### src/rtl/mole_game_if.sv
// mole_game_if: control inputs and game status outputs
// of the whack-a-mole core.
interface mole_game_if;
  logic       start;
  logic       hit;
  logic [3:0] hit_pos;
  logic [8:0] mole_map;
  logic [7:0] score;
  logic [7:0] miss_cnt;
  logic [7:0] time_left;
  logic [1:0] game_state;
  logic       hit_ok;
  logic       hit_bad;

  modport master (
    output start, hit, hit_pos,
    input  mole_map, score, miss_cnt,
    input  time_left, game_state,
    input  hit_ok, hit_bad
  );

  modport slave (
    input  start, hit, hit_pos,
    output mole_map, score, miss_cnt,
    output time_left, game_state,
    output hit_ok, hit_bad
  );
endinterface

### src/rtl/mole_game_core.sv
// mole_game_core: whack-a-mole engine with tick timer,
// LFSR mole spawning, per-hole lifetimes and scoring.
module mole_game_core #(
  parameter int TICK_DIV   = 25_000_000,
  parameter int MOLE_LIFE  = 6,
  parameter int GAME_TICKS = 60,
  parameter int MAX_MOLES  = 3
) (
  input  logic       clk,
  input  logic       rst,
  mole_game_if.slave bus
);
  localparam int CW = $clog2(TICK_DIV);

  typedef enum logic [1:0] {
    IDLE = 2'd0,
    PLAY = 2'd1,
    OVER = 2'd2
  } state_t;

  state_t      state_q, state_d;
  logic [CW-1:0] cnt_q, cnt_d;
  logic [7:0]  lfsr_q, lfsr_d;
  logic [8:0]  map_q, map_d;
  logic [3:0]  life_q [9];
  logic [3:0]  life_d [9];
  logic [7:0]  score_q, score_d;
  logic [7:0]  miss_q, miss_d;
  logic [7:0]  time_q, time_d;
  logic        ok_q, ok_d;
  logic        bad_q, bad_d;

  logic        tick, last, hit_v, spawn;
  logic [3:0]  cand;
  logic [8:0]  hit_1h, cand_1h;
  logic [3:0]  miss_add;
  logic [9:0]  miss_sum;

  assign tick = (state_q == PLAY) &&
                (cnt_q == CW'(TICK_DIV - 1));
  assign last = tick && (time_q == 8'd1);
  assign hit_v = bus.hit && (state_q == PLAY) &&
                 (bus.hit_pos < 4'd9);
  assign hit_1h = hit_v ? (9'd1 << bus.hit_pos) : '0;
  assign cand = lfsr_q[3:0];
  assign cand_1h = (cand < 4'd9) ? (9'd1 << cand) : '0;

  // a hole being struck this cycle is not a spawn target
  assign spawn = tick && !last &&
                 (cand_1h != '0) &&
                 ((cand_1h & map_q) == '0) &&
                 !(bus.hit && bus.hit_pos == cand) &&
                 ($countones(map_q) < MAX_MOLES);

  assign lfsr_d = {lfsr_q[6:0],
                   lfsr_q[7] ^ lfsr_q[5] ^
                   lfsr_q[4] ^ lfsr_q[3]};

  always_ff @(posedge clk or negedge rst) begin
    if (!rst) state_q <= IDLE;
    else      state_q <= state_d;
  end

  always_comb begin
    state_d = state_q;
    unique case (state_q)
      IDLE, OVER: if (bus.start) state_d = PLAY;
      PLAY:       if (last) state_d = OVER;
      default:    state_d = IDLE;
    endcase
  end

  always_comb begin
    map_d    = map_q;
    life_d   = life_q;
    score_d  = score_q;
    miss_d   = miss_q;
    time_d   = time_q;
    cnt_d    = cnt_q;
    ok_d     = 1'b0;
    bad_d    = 1'b0;
    miss_add = '0;
    miss_sum = '0;
    if (state_q != PLAY) begin
      cnt_d = '0;
      if (bus.start) begin
        map_d   = '0;
        life_d  = '{default: 4'd0};
        score_d = '0;
        miss_d  = '0;
        time_d  = 8'(GAME_TICKS);
      end
    end else begin
      cnt_d = tick ? '0 : cnt_q + CW'(1);
      ok_d  = |(hit_1h & map_q);
      bad_d = hit_v && !ok_d;
      map_d = map_q & ~hit_1h;
      for (int i = 0; i < 9; i++)
        if (hit_1h[i]) life_d[i] = '0;
      if (last) begin
        time_d = '0;
        map_d  = '0;
        life_d = '{default: 4'd0};
      end else if (tick) begin
        time_d = time_q - 8'd1;
        // a struck hole is removed by the hit, not by expiry
        for (int i = 0; i < 9; i++) begin
          if (map_q[i] && !hit_1h[i]) begin
            if (life_q[i] == 4'd1) begin
              map_d[i]  = 1'b0;
              life_d[i] = '0;
              miss_add  = miss_add + 4'd1;
            end else begin
              life_d[i] = life_q[i] - 4'd1;
            end
          end
        end
        for (int i = 0; i < 9; i++) begin
          if (spawn && cand_1h[i]) begin
            map_d[i]  = 1'b1;
            life_d[i] = 4'(MOLE_LIFE);
          end
        end
      end
      miss_add = miss_add + {3'd0, bad_d};
      miss_sum = {2'b00, miss_q} + {6'd0, miss_add};
      miss_d = (miss_sum > 10'd255) ? 8'hFF
                                    : miss_sum[7:0];
      if (ok_d && score_q != 8'hFF)
        score_d = score_q + 8'd1;
    end
  end

  always_ff @(posedge clk or negedge rst) begin
    if (!rst) begin
      cnt_q   <= '0;
      lfsr_q  <= 8'hA5;
      map_q   <= '0;
      life_q  <= '{default: 4'd0};
      score_q <= '0;
      miss_q  <= '0;
      time_q  <= '0;
      ok_q    <= 1'b0;
      bad_q   <= 1'b0;
    end else begin
      cnt_q   <= cnt_d;
      lfsr_q  <= lfsr_d;
      map_q   <= map_d;
      life_q  <= life_d;
      score_q <= score_d;
      miss_q  <= miss_d;
      time_q  <= time_d;
      ok_q    <= ok_d;
      bad_q   <= bad_d;
    end
  end

  assign bus.mole_map   = map_q;
  assign bus.score      = score_q;
  assign bus.miss_cnt   = miss_q;
  assign bus.time_left  = time_q;
  assign bus.game_state = state_q;
  assign bus.hit_ok     = ok_q;
  assign bus.hit_bad    = bad_q;
endmodule

### src/flat_wrapper.sv
// flat-port wrapper written by rule: the top's interface ports become plain ports
module mole_game_core_flat 
#(
  parameter int TICK_DIV   = 25_000_000,
  parameter int MOLE_LIFE  = 6,
  parameter int GAME_TICKS = 60,
  parameter int MAX_MOLES  = 3
)
  (clk, rst, bus_start, bus_hit, bus_hit_pos, bus_mole_map, bus_score, bus_miss_cnt, bus_time_left, bus_game_state, bus_hit_ok, bus_hit_bad);
  mole_game_if bus_i ();
  input  logic clk;
  input  logic rst;
  input wire logic [$bits(bus_i.start)-1:0] bus_start;
  input wire logic [$bits(bus_i.hit)-1:0] bus_hit;
  input wire logic [$bits(bus_i.hit_pos)-1:0] bus_hit_pos;
  output wire logic [$bits(bus_i.mole_map)-1:0] bus_mole_map;
  output wire logic [$bits(bus_i.score)-1:0] bus_score;
  output wire logic [$bits(bus_i.miss_cnt)-1:0] bus_miss_cnt;
  output wire logic [$bits(bus_i.time_left)-1:0] bus_time_left;
  output wire logic [$bits(bus_i.game_state)-1:0] bus_game_state;
  output wire logic [$bits(bus_i.hit_ok)-1:0] bus_hit_ok;
  output wire logic [$bits(bus_i.hit_bad)-1:0] bus_hit_bad;
  assign bus_i.start = bus_start;
  assign bus_i.hit = bus_hit;
  assign bus_i.hit_pos = bus_hit_pos;
  assign bus_mole_map = bus_i.mole_map;
  assign bus_score = bus_i.score;
  assign bus_miss_cnt = bus_i.miss_cnt;
  assign bus_time_left = bus_i.time_left;
  assign bus_game_state = bus_i.game_state;
  assign bus_hit_ok = bus_i.hit_ok;
  assign bus_hit_bad = bus_i.hit_bad;
  mole_game_core #(.TICK_DIV(TICK_DIV), .MOLE_LIFE(MOLE_LIFE), .GAME_TICKS(GAME_TICKS), .MAX_MOLES(MAX_MOLES)) u_core (.clk(clk), .rst(rst), .bus(bus_i));
endmodule
### config.mk
export PLATFORM = sky130hd
export DESIGN_NAME = mole_game_core_flat
export DESIGN_NICKNAME = d
export VERILOG_FILES = /design/src/rtl/mole_game_if.sv /design/src/rtl/mole_game_core.sv /design/src/flat_wrapper.sv
export SDC_FILE = /design/constraint.sdc
export NUM_CORES = 1
export LEC_CHECK = 0
export ABC_CLOCK_PERIOD_IN_PS = 9150
export BUFFER_PORTS_ARGS = -buffer_cell sky130_fd_sc_hd__buf_4
export CORE_MARGIN = 2
export CORE_UTILIZATION = 62
export CTS_CLUSTER_SIZE = 16
export DETAILED_ROUTE_END_ITERATION = 12
export PLACE_DENSITY = 0.81
export SETUP_SLACK_MARGIN = 0.1
export SLEW_MARGIN = 10
export SYNTH_ARGS = -nofsm -noshare
export SYNTH_HDL_FRONTEND = slang
export SYNTH_SLANG_ARGS = --single-unit
### constraint.sdc
create_clock -name clk -period 9.15 [get_ports clk]
set_input_delay 1.83 -clock clk [delete_from_list [all_inputs] [get_ports clk]]
set_output_delay 1.83 -clock clk [all_outputs]
set_load 0.05 [all_outputs]
Word level (Yosys, flattened, before mapping)
Cells that the tools add are included.
Word-level totals
  bits in registers: 106
  bits of input ports: 8
  output and inout port bits: 37
  word-level logic and storage cells: 266
Cells by class
  add/sub/neg operators: 30
  order comparisons: 4
  eq/ne operators: 19
  shift-type cells: 2
  muxes and demuxes: 134
  bitwise gates (word level): 7
  reductions and logical operators: 52
Operators with widths (count)
  $mux 4: 80
  $mux 36: 4
  $add 32x32->32: 3
  $mux 8: 9
  $mux 9: 6
  $mux 25: 2
  $eq 4x1->1 const B: 9
  $sub 4x1->4 const B: 9
  $add 32x1->32: 1
  $add 4x1->4 const B: 8
  $lt 32x3->1 const B: 1
  $logic_and 1x1->1: 30
  $mux 1: 30
  $and 9x9->9: 3
  $add 25x1->25 const B: 1
  $eq 25x25->1 const B: 1
  $shl 1x4->9 const A: 2
  $logic_not 1->1: 12
  $gt 10x8->1 const B: 1
  $add 8x4->9: 1
  $logic_not 9->1: 1
  $not 9->9: 1
  $reduce_bool 9->1: 1
  $reduce_or 9->1: 1
  20 further kinds: 31

Longest topological paths before layout
Gate-level depths: netlist of the first run.
  depth after elaboration: 63
  mapped depth: 37
  gate-level depth less buffers: 37

Worst setup path before layout of the first run
Ideal clock, no wire load.
  kind: input-to-reg
  from: input bus_hit_pos[1]
  to: register u_core.miss_q[2], in the netlist u_core.bus.miss_cnt[2]
  setup time: 0.121 ns
  arrival: 7.963 ns
  setup slack: 1.066 ns
  stages on the path: 33
  cells stage by stage: or3_4 -> o211a_1 -> ha_1 -> a22o_4 -> ha_1 -> nor2_1 -> a32oi_1 -> o211ai_1 -> a21oi_1 -> ha_1 -> nand2_1 -> inv_1 -> nor2_1 -> xnor2_1 -> nor2_1 -> nor2_1 -> ha_1 -> xnor3_1 -> nand2_1 -> and3_1 -> ha_1 -> and3_1 -> a41oi_1 -> nor2_1 -> mux2i_1 -> a31oi_1 -> nor3b_2 -> ha_1 -> a221o_1 -> and3_1 -> nand3_1 -> o21ai_0 -> a22o_1
Between the ends
  cells in the longest elaborated chain, start to end: 62
  elaborated cells on any way between the ends: 83
  classes of those cells: add/sub (10); order compare (2); shift (1); mux (47); bitwise (1); reduce/logical (22)
RTL lines
  from (decl): line flat_wrapper.sv:15  | input wire logic [$bits(bus_i.hit_pos)-1:0] bus_hit_pos;
  $lt 4x4->1: line mole_game_core.sv:43  | (bus.hit_pos < 4'd9);
  $logic_and 1x1->1: line mole_game_core.sv:42  | assign hit_v = bus.hit && (state_q == PLAY) &&
  $mux 9: line mole_game_core.sv:44  | assign hit_1h = hit_v ? (9'd1 << bus.hit_pos) : '0;
  $logic_not 1->1: line mole_game_core.sv:108  | if (map_q[i] && !hit_1h[i]) begin
  $logic_and 1x1->1: line mole_game_core.sv:108
  $mux 4: line mole_game_core.sv:108
  $mux 4: line mole_game_core.sv:104  | end else if (tick) begin
  $mux 4: line mole_game_core.sv:100  | if (last) begin
  [46 not listed]
  $mux 4: line mole_game_core.sv:104
  $mux 4: line mole_game_core.sv:100
  $mux 4: line mole_game_core.sv:84  | if (state_q != PLAY) begin
  $add 4x1->4 *: line mole_game_core.sv:125  | miss_add = miss_add + {3'd0, bad_d};
  $add 8x4->9 *: line mole_game_core.sv:126  | miss_sum = {2'b00, miss_q} + {6'd0, miss_add};
  $gt 10x8->1: line mole_game_core.sv:127  | miss_d = (miss_sum > 10'd255) ? 8'hFF
  $mux 8 *: line mole_game_core.sv:127
  $mux 8 *: line mole_game_core.sv:84
  to (signal assigned): line mole_game_core.sv:151  | miss_q <= miss_d;
  to (decl): line mole_game_core.sv:28  | logic [7:0] miss_q, miss_d;
Every way passes the cells marked *; elsewhere a longest branch is shown, timed or not. The select of a mux whose other input is x is not followed.
A chain may end at the register's enable or synchronous reset.

Worst setup path in the final report of the first run
  from: input bus_hit_pos[0]
  to: register u_core.miss_q[2], in the netlist u_core.bus.miss_cnt[2]
Same word-level chain as after synthesis.

==> out/metrics.csv, run 1 <==
stage,metric,value,unit
layout,final net count,969,
grt,antenna violations before repair,0,
floorplan,Core Box Area,11900,um2
floorplan,Initial Utilization,0.630,
worst_setup_path,crit path kind,in2reg,
worst_setup_path,R2R Setup Slk,1.55,ns
clock_network,CTS tree,done,
worst_setup_path,Worst path most repeated cell,ha_1,
routing,DR vias/cell,6.34,
worst_hold_path,min-delay worst type,reg2reg,
sta,Worst Clk Skew,0.00939,ns
routing,DRT iter0 DRCs,756,
pwr,sw power,0.000322,W
synth,Synth Cell Area,7500,um2
floorplan,die span in x,114,um
synth,"Seq/Total Area, Yosys",0.354,
synth,Mapped Cells,891,
sta,"Slew Viols, Final",0,
placed_design,placed inst area,7900,um2
pwr,power density cells,132,nW/um2
synth,yosys warns,0,
floorplan,# rows,40,
routing,remaining antenna violation count,0,
pwr,switching share of power,0.298,
worst_setup_path,CP max stage delay,0.41,ns
pwr,Peak VDD IR,0.122,mV
placed_design,HPWL Detailed,13700,um
synth,"Top FF cell, synth",dfrtp_1,
floorplan,Die H,114,um
sta,WHS,0.368,ns
worst_setup_path,crit-path leading delay family,compound AO/OA/AOI/OAI gates,
pwr,Clk pwr share,0.372,
clock_network,CTS sink count,106,
grt,Global Route Usage Sum,0.308,
pwr,Int Pwr,0.000759,W
grt,vias in the first global route,6626,
clock_network,"Reg clk slew, reported paths",0.07,ns
grt,first-pass GRT wire length,31800,um
clock_network,CTS H-tree lvls,3,
sta,relative slew slack,0.221,
sta,crit share post-route,0.935,
sta,measured slew at the worst slew-check pin,1.16,ns
clock_network,CTS Buf Count,9,
synth,Synth Net Count,946,
grt,largest net degree at the start of global routing,59,
synth,register bit total from synthesis,106,
worst_setup_path,Startpoint Class,input pin,
sta,Max Clk Rate,117,MHz
sta,Final Worst Setup Slack,0.596,ns
worst_setup_path,Worst Path Max Fanout,15,
pwr,Static Leak,3.58,nW
synth,ys async rst share,1.00,
sta,RSZ-0062 raised after global routing,false,
sta,final hold violation count,0,
layout,# diodes,0,
sta,"Min Clock Period, post-route",8.55,ns
floorplan,# IOs,45,
layout,final instance area,8200,um2
floorplan,Die Area,13000,um2
worst_setup_path,Worst EP arrival,8.80,ns
worst_setup_path,slowest CP cell,or3_4,
routing,via count,6753,
worst_setup_path,Required @ worst endpoint,9.40,ns
flow_run,Max Cap Viol,0,
sta,setup_tns,0,ns
synth,synth unique cells,71,
synth,Post-synth EDFFs,0,
routing,Routed WL,19000,um
outcome,outcome,finished clean,
worst_setup_path,buffers and inverters on the worst path,2,
clock_network,post-CTS setup buffer count,0,
synth,syn_area_per_cell,8.42,um2
placed_design,port bufs,44,
clock_network,clock latency on the worst-skew pair,0.37,ns
routing,DR WL/cell,17.8,um
pwr,register share of total power,0.475,
placed_design,GP Congestion,0.969,
layout,P&R area growth vs syn,9.29,%
pwr,combinational power share,0.153,
sta,final setup fails,0,
routing,Pre-antenna DRT Iters,5,
clock_network,root cell of the clock tree,clkbuf_16,
clock_network,Clock Path Buffers,2,
pwr,total power,0.00108,W
worst_setup_path,Worst setup EP type,flop,
routing,# DRC,0,
layout,share of cells above drive strength 1,0.0937,
grt,Congestion Overflow GR,0,
placed_design,dpl ws,0.223,ns
cells in the mapped netlist, types with 3 or more instances:
| cell type | number | area share |
|---|---|---|
| nor2b_1 | 13 | 0.011 |
| clkbuf_1 | 31 | 0.016 |
| nor3b_1 | 12 | 0.012 |
| and4_1 | 5 | 0.0058 |
| nor4_1 | 5 | 0.0042 |
| fa_1 | 6 | 0.016 |
| and3_1 | 12 | 0.010 |
| nand4_1 | 13 | 0.011 |
| and2_1 | 5 | 0.0042 |
| xnor2_1 | 23 | 0.027 |
| nand2_1 | 95 | 0.048 |
| a31oi_1 | 4 | 0.0033 |
| xor2_1 | 31 | 0.036 |
| dfstp_2 | 4 | 0.014 |
| a211oi_1 | 14 | 0.014 |
| or3_1 | 19 | 0.016 |
| nand3b_1 | 3 | 0.0030 |
| inv_1 | 37 | 0.019 |
| or4_1 | 6 | 0.0060 |
| or3b_1 | 3 | 0.0035 |
| o31ai_1 | 7 | 0.0070 |
| or2_2 | 4 | 0.0033 |
| o21ai_0 | 86 | 0.057 |
| dfrtp_1 | 102 | 0.34 |
| o22ai_1 | 4 | 0.0033 |
| nand2b_1 | 11 | 0.0092 |
| nor3_1 | 33 | 0.022 |
| o211ai_1 | 3 | 0.0030 |
| nand3_1 | 30 | 0.020 |
| a21oi_1 | 37 | 0.025 |
| o41ai_1 | 6 | 0.0070 |
| nor4b_1 | 3 | 0.0035 |
| ha_1 | 41 | 0.068 |
| nor2_1 | 120 | 0.060 |
| nand4b_1 | 6 | 0.0070 |
| mux2i_1 | 7 | 0.0093 |
| a21o_1 | 8 | 0.0080 |
path summary, 6_finish.rpt:
check	start	endpoint	cells past startpoint
setup / recovery	bus_hit_pos[0]	u_core.bus.miss_cnt[2]	34
hold / removal	u_core.lfsr_q[6]	u_core.lfsr_q[7]	0
setup reg to reg	u_core.life_q[33]	u_core.bus.miss_cnt[2]	35
hold reg to reg	u_core.lfsr_q[6]	u_core.lfsr_q[7]	0
max in group asynchronous	rst	u_core.life_q[12]	2
min in group asynchronous	rst	u_core.cnt_q[7]	1
metrics by stage:
stage          std cells  utilization
6_report            1065        0.689
5_1_grt             1065        0.689
4_1_cts             1065        0.688
3_5_place_dp        1050        0.663
3_3_place_gp        1050        0.663
2_1_floorplan        891            -
registers in the layout (all words and copies together) (netlist names):
register               cells
u_core.life_q             36
u_core.cnt_q              25
u_core.bus.mole_map        9
u_core.bus.miss_cnt        8
u_core.bus.score           8
u_core.bus.time_left       8
u_core.lfsr_q              8
u_core.bus.game_state      2
u_core.bus.hit_bad         1
u_core.bus.hit_ok          1
power by group through the flow:
stage	combinational, W	clock (W)	sequential, W
floorplan	0.0000734	0	0.000556
global placement	0.000158	0	0.000522
detailed placement	0.000164	0	0.000523
CTS	0.000165	0.000407	0.000514
global route	0.000180	0.000424	0.000518
finish	0.000165	0.000402	0.000513
worst reg2reg max path: cells and delay by family, from the launching register on:
family,cells,cell delay (ns)
compound gates,10,2.18
xor+xnor,2,0.55
fa+ha+maj,7,1.95
buf+inv,2,0.19
flops,1,0.40
mux,1,0.20
simple gates,13,2.02
cell usage in the layout, fill, tap and decap left out, drive strengths merged, types with 4 or more instances in the layout:
cell,count
a211oi,14
a21o,8
a21oi,37
a31oi,4
and2,5
and3,12
and4,5
buf,48
clkbuf,9
clkinv,4
dfrtp,102
dfstp,4
fa,6
ha,41
inv,39
mux2i,7
nand2,95
nand2b,11
nand3,30
nand4,13
nand4b,6
nor2,120
nor2b,13
nor3,33
nor3b,13
nor4,5
o211ai,4
o21ai,86
o22ai,4
o31ai,7
o41ai,6
or2,4
or3,20
or4,6
xnor2,26
xor2,31
cells by family after synthesis:
group                      count (synthesis)  share of synthesized area
DFF                                      106                      0.354
adders and majority gates                 47                     0.0844
buffers and inverters                     74                     0.0397
AOI/OAI and AO/OA                        193                      0.161
xor gates and xnor gates                  58                     0.0755
and+or+nand+nor                          403                      0.268
muxes                                     10                     0.0168
routing by layer:
metal  part of all wire  GRT usage  vias to the layer above
met5                  0          0                        -
met4              0.031      0.125                        0
met3              0.079     0.0717                       40
met2               0.47      0.489                      252
met1               0.42      0.408                     3267
li1                   -          -                     3194
timing repair:
item	4_1_cts	5_1_grt
hold buffers	0	0
hold endpoints to repair	0	0
gates resized for setup	0	1
endpoints found under the setup margin	0	4
layout make-up:
| type | instances | area (um2) |
|---|---|---|
| Inverter | 38 | 145 |
| Timing Repair Buffer | 48 | 360 |
| Clock inverter | 6 | 77.6 |
| Tap cell | 147 | 184 |
| Clock buffer | 9 | 225 |
| Multi-Input combinational cell | 711 | 4550 |
| Fill cell | 977 | 3710 |
| Sequential cell | 106 | 2660 |
No activity file was read; power rests on OpenSTA's default activity.
==> run 2: changes to the inputs <==
--- a/config.mk
+++ b/config.mk
@@ -11,6 +11,7 @@
 export CORE_UTILIZATION = 62
 export CTS_CLUSTER_SIZE = 16
 export DETAILED_ROUTE_END_ITERATION = 12
+export MAX_ROUTING_LAYER = met4
 export PLACE_DENSITY = 0.81
 export SETUP_SLACK_MARGIN = 0.1
 export SLEW_MARGIN = 10
==> out/metrics.csv, run 2 (synthesized netlist as in run 1, its figures left out) <==
stage,metric,value,unit
worst_setup_path,R2R Setup Slk,1.46,ns
clock_network,"Reg clk slew, reported paths",0.07,ns
flow_run,Max Cap Viol,0,
layout,register with the most flip-flops,u_core.life_q,
routing,DRT iter0 DRCs,769,
worst_setup_path,CP max stage delay,0.41,ns
grt,M2 GR Usage,0.524,
pwr,power density cells,137,nW/um2
grt,first-pass GRT wire length,32300,um
floorplan,die span in x,114,um
routing,remaining antenna violation count,0,
sta,"Slew Viols, Final",0,
layout,P&R area growth vs syn,9.84,%
outcome,outcome,finished clean,
worst_setup_path,Worst Path Max Fanout,15,
grt,Congestion Overflow GR,0,
routing,DR WL/cell,18.2,um
sta,measured slew at the worst slew-check pin,1.17,ns
floorplan,Initial Utilization,0.630,
grt,Top Usage Layer GRT,met2,
floorplan,# IOs,45,
worst_setup_path,Reg2Reg Launch Point,u_core.life_q[33],
placed_design,port bufs,44,
grt,met3 Usage GRT,0.0696,
placed_design,Inst Count DP,1051,
sta,relative slew slack,0.218,
sta,Worst Clk Skew,0.00937,ns
clock_network,post-CTS setup buffer count,0,
routing,# DRC,0,
grt,GRT met1 Usage,0.398,
sta,WHS,0.377,ns
clock_network,Clock Path Buffers,2,
layout,max FFs per register,36,
clock_network,Post-CTS Hold Fix Bufs,0,
sta,final hold violation count,0,
floorplan,# rows,40,
pwr,Peak VDD IR,0.184,mV
routing,Pre-antenna DRT Iters,5,
worst_hold_path,Hold Path Origin,u_core.lfsr_q[6],
worst_setup_path,Worst EP arrival,8.75,ns
layout,final net count,970,
clock_network,clock latency on the worst-skew pair,0.36,ns
worst_setup_path,reg2reg path depth,36,
worst_setup_path,Worst setup EP type,flop,
grt,Global Route Usage Sum,0.321,
worst_hold_path,min-delay worst type,reg2reg,
clock_network,CTS sink count,106,
routing,via count,6838,
worst_setup_path,slowest CP cell,or3_4,
routing,Routed WL,19400,um
placed_design,HPWL Detailed,13800,um
sta,Max Clk Rate,117,MHz
layout,"commonest non-fill, non-tap cell in the layout",nor2_1,
sta,final setup fails,0,
clock_network,CTS Buf Count,9,
clock_network,CTS tree,done,
worst_hold_path,hold depth,0,
worst_setup_path,crit path kind,in2reg,
floorplan,Core Box Area,11900,um2
routing,DR vias/cell,6.41,
floorplan,Die H,114,um
clock_network,CTS H-tree lvls,3,
sta,"Min Clock Period, post-route",8.54,ns
layout,Non-Filler Instances,1066,
grt,vias in the first global route,6690,
sta,crit share post-route,0.933,
sta,setup_tns,0,ns
sta,RSZ-0062 raised after global routing,false,
worst_setup_path,Required @ worst endpoint,9.37,ns
layout,# diodes,0,
clock_network,root cell of the clock tree,clkbuf_16,
worst_hold_path,Worst Hold End,u_core.lfsr_q[7],
floorplan,Die Area,13000,um2
layout,share of cells above drive strength 1,0.0925,
placed_design,GP Congestion,0.999,
worst_setup_path,R2R Path End,u_core.bus.miss_cnt[5],
clock_network,post-cts resize count,0,
grt,largest net degree at the start of global routing,60,
worst_setup_path,Startpoint Class,input pin,
grt,antenna violations before repair,0,
pwr,Static Leak,3.60,nW
layout,most frequent cells in the layout,"nor2_1, dfrtp_1, nand2_1, o21ai_0, buf_4",
## run 2: power breakdown
part           total, W  switching (W)  internal [W]
Clock          0.000450       0.000181      0.000269
Combinational  0.000165       0.000112     0.0000533
Sequential     0.000515      0.0000236      0.000491
## run 2: worst max-delay path by stage
stage | depth (start not counted) | end | from | slack [ns]
after global routing | 35 | u_core.bus.miss_cnt[5] | bus_hit_pos[0] | 0.15
after floorplan | 33 | u_core.bus.miss_cnt[2] | bus_hit_pos[1] | 1.07
final | 35 | u_core.bus.miss_cnt[5] | bus_hit_pos[0] | 0.61
after detailed placement | 35 | u_core.bus.miss_cnt[5] | bus_hit_pos[0] | 0.32
after CTS | 35 | u_core.bus.miss_cnt[5] | bus_hit_pos[0] | 0.68
after global placement | 35 | u_core.bus.miss_cnt[5] | bus_hit_pos[0] | 0.61
## run 2: metrics by stage
| stage | utilization | area, um2 | power, W | setup slack (ns) |
|---|---|---|---|---|
| finish | 0.692 | 8240 | 0.00113 | 0.614 |
| global placement | 0.664 | 7900 | 0.000680 | 0.607 |
| floorplan | - | 7500 | 0.000629 | 1.07 |
| global route | 0.692 | 8240 | 0.00117 | 0.147 |
| detailed placement | 0.664 | 7900 | 0.000686 | 0.320 |
| CTS | 0.692 | 8240 | 0.00113 | 0.680 |
## run 2: cell type report
type	instances	area [um2]
tap	147	184
fill	942	3670
sequential	106	2660
clock buffer	10	229
clock inverter	5	110
multi-input combinational	711	4550
timing repair buffer	49	368
inverter	38	145
## run 2: layer usage
layer / vias up / wire length [um]
li1: 3198 / -
met1: 3313 / 8130
met2: 280 / 9440
met3: 47 / 1310
met4: 0 / 505
met5: - / 0
## run 2: worst max-delay path, delay by kind of cell
family	cells	cell delay, ns
AO/OA/AOI/OAI	10	2.05
AND/OR/NAND/NOR	14	2.01
adder cells (fa/ha/maj)	6	1.84
XOR/XNOR	2	0.57
buffers and inverters	2	0.24
multiplexers	1	0.19
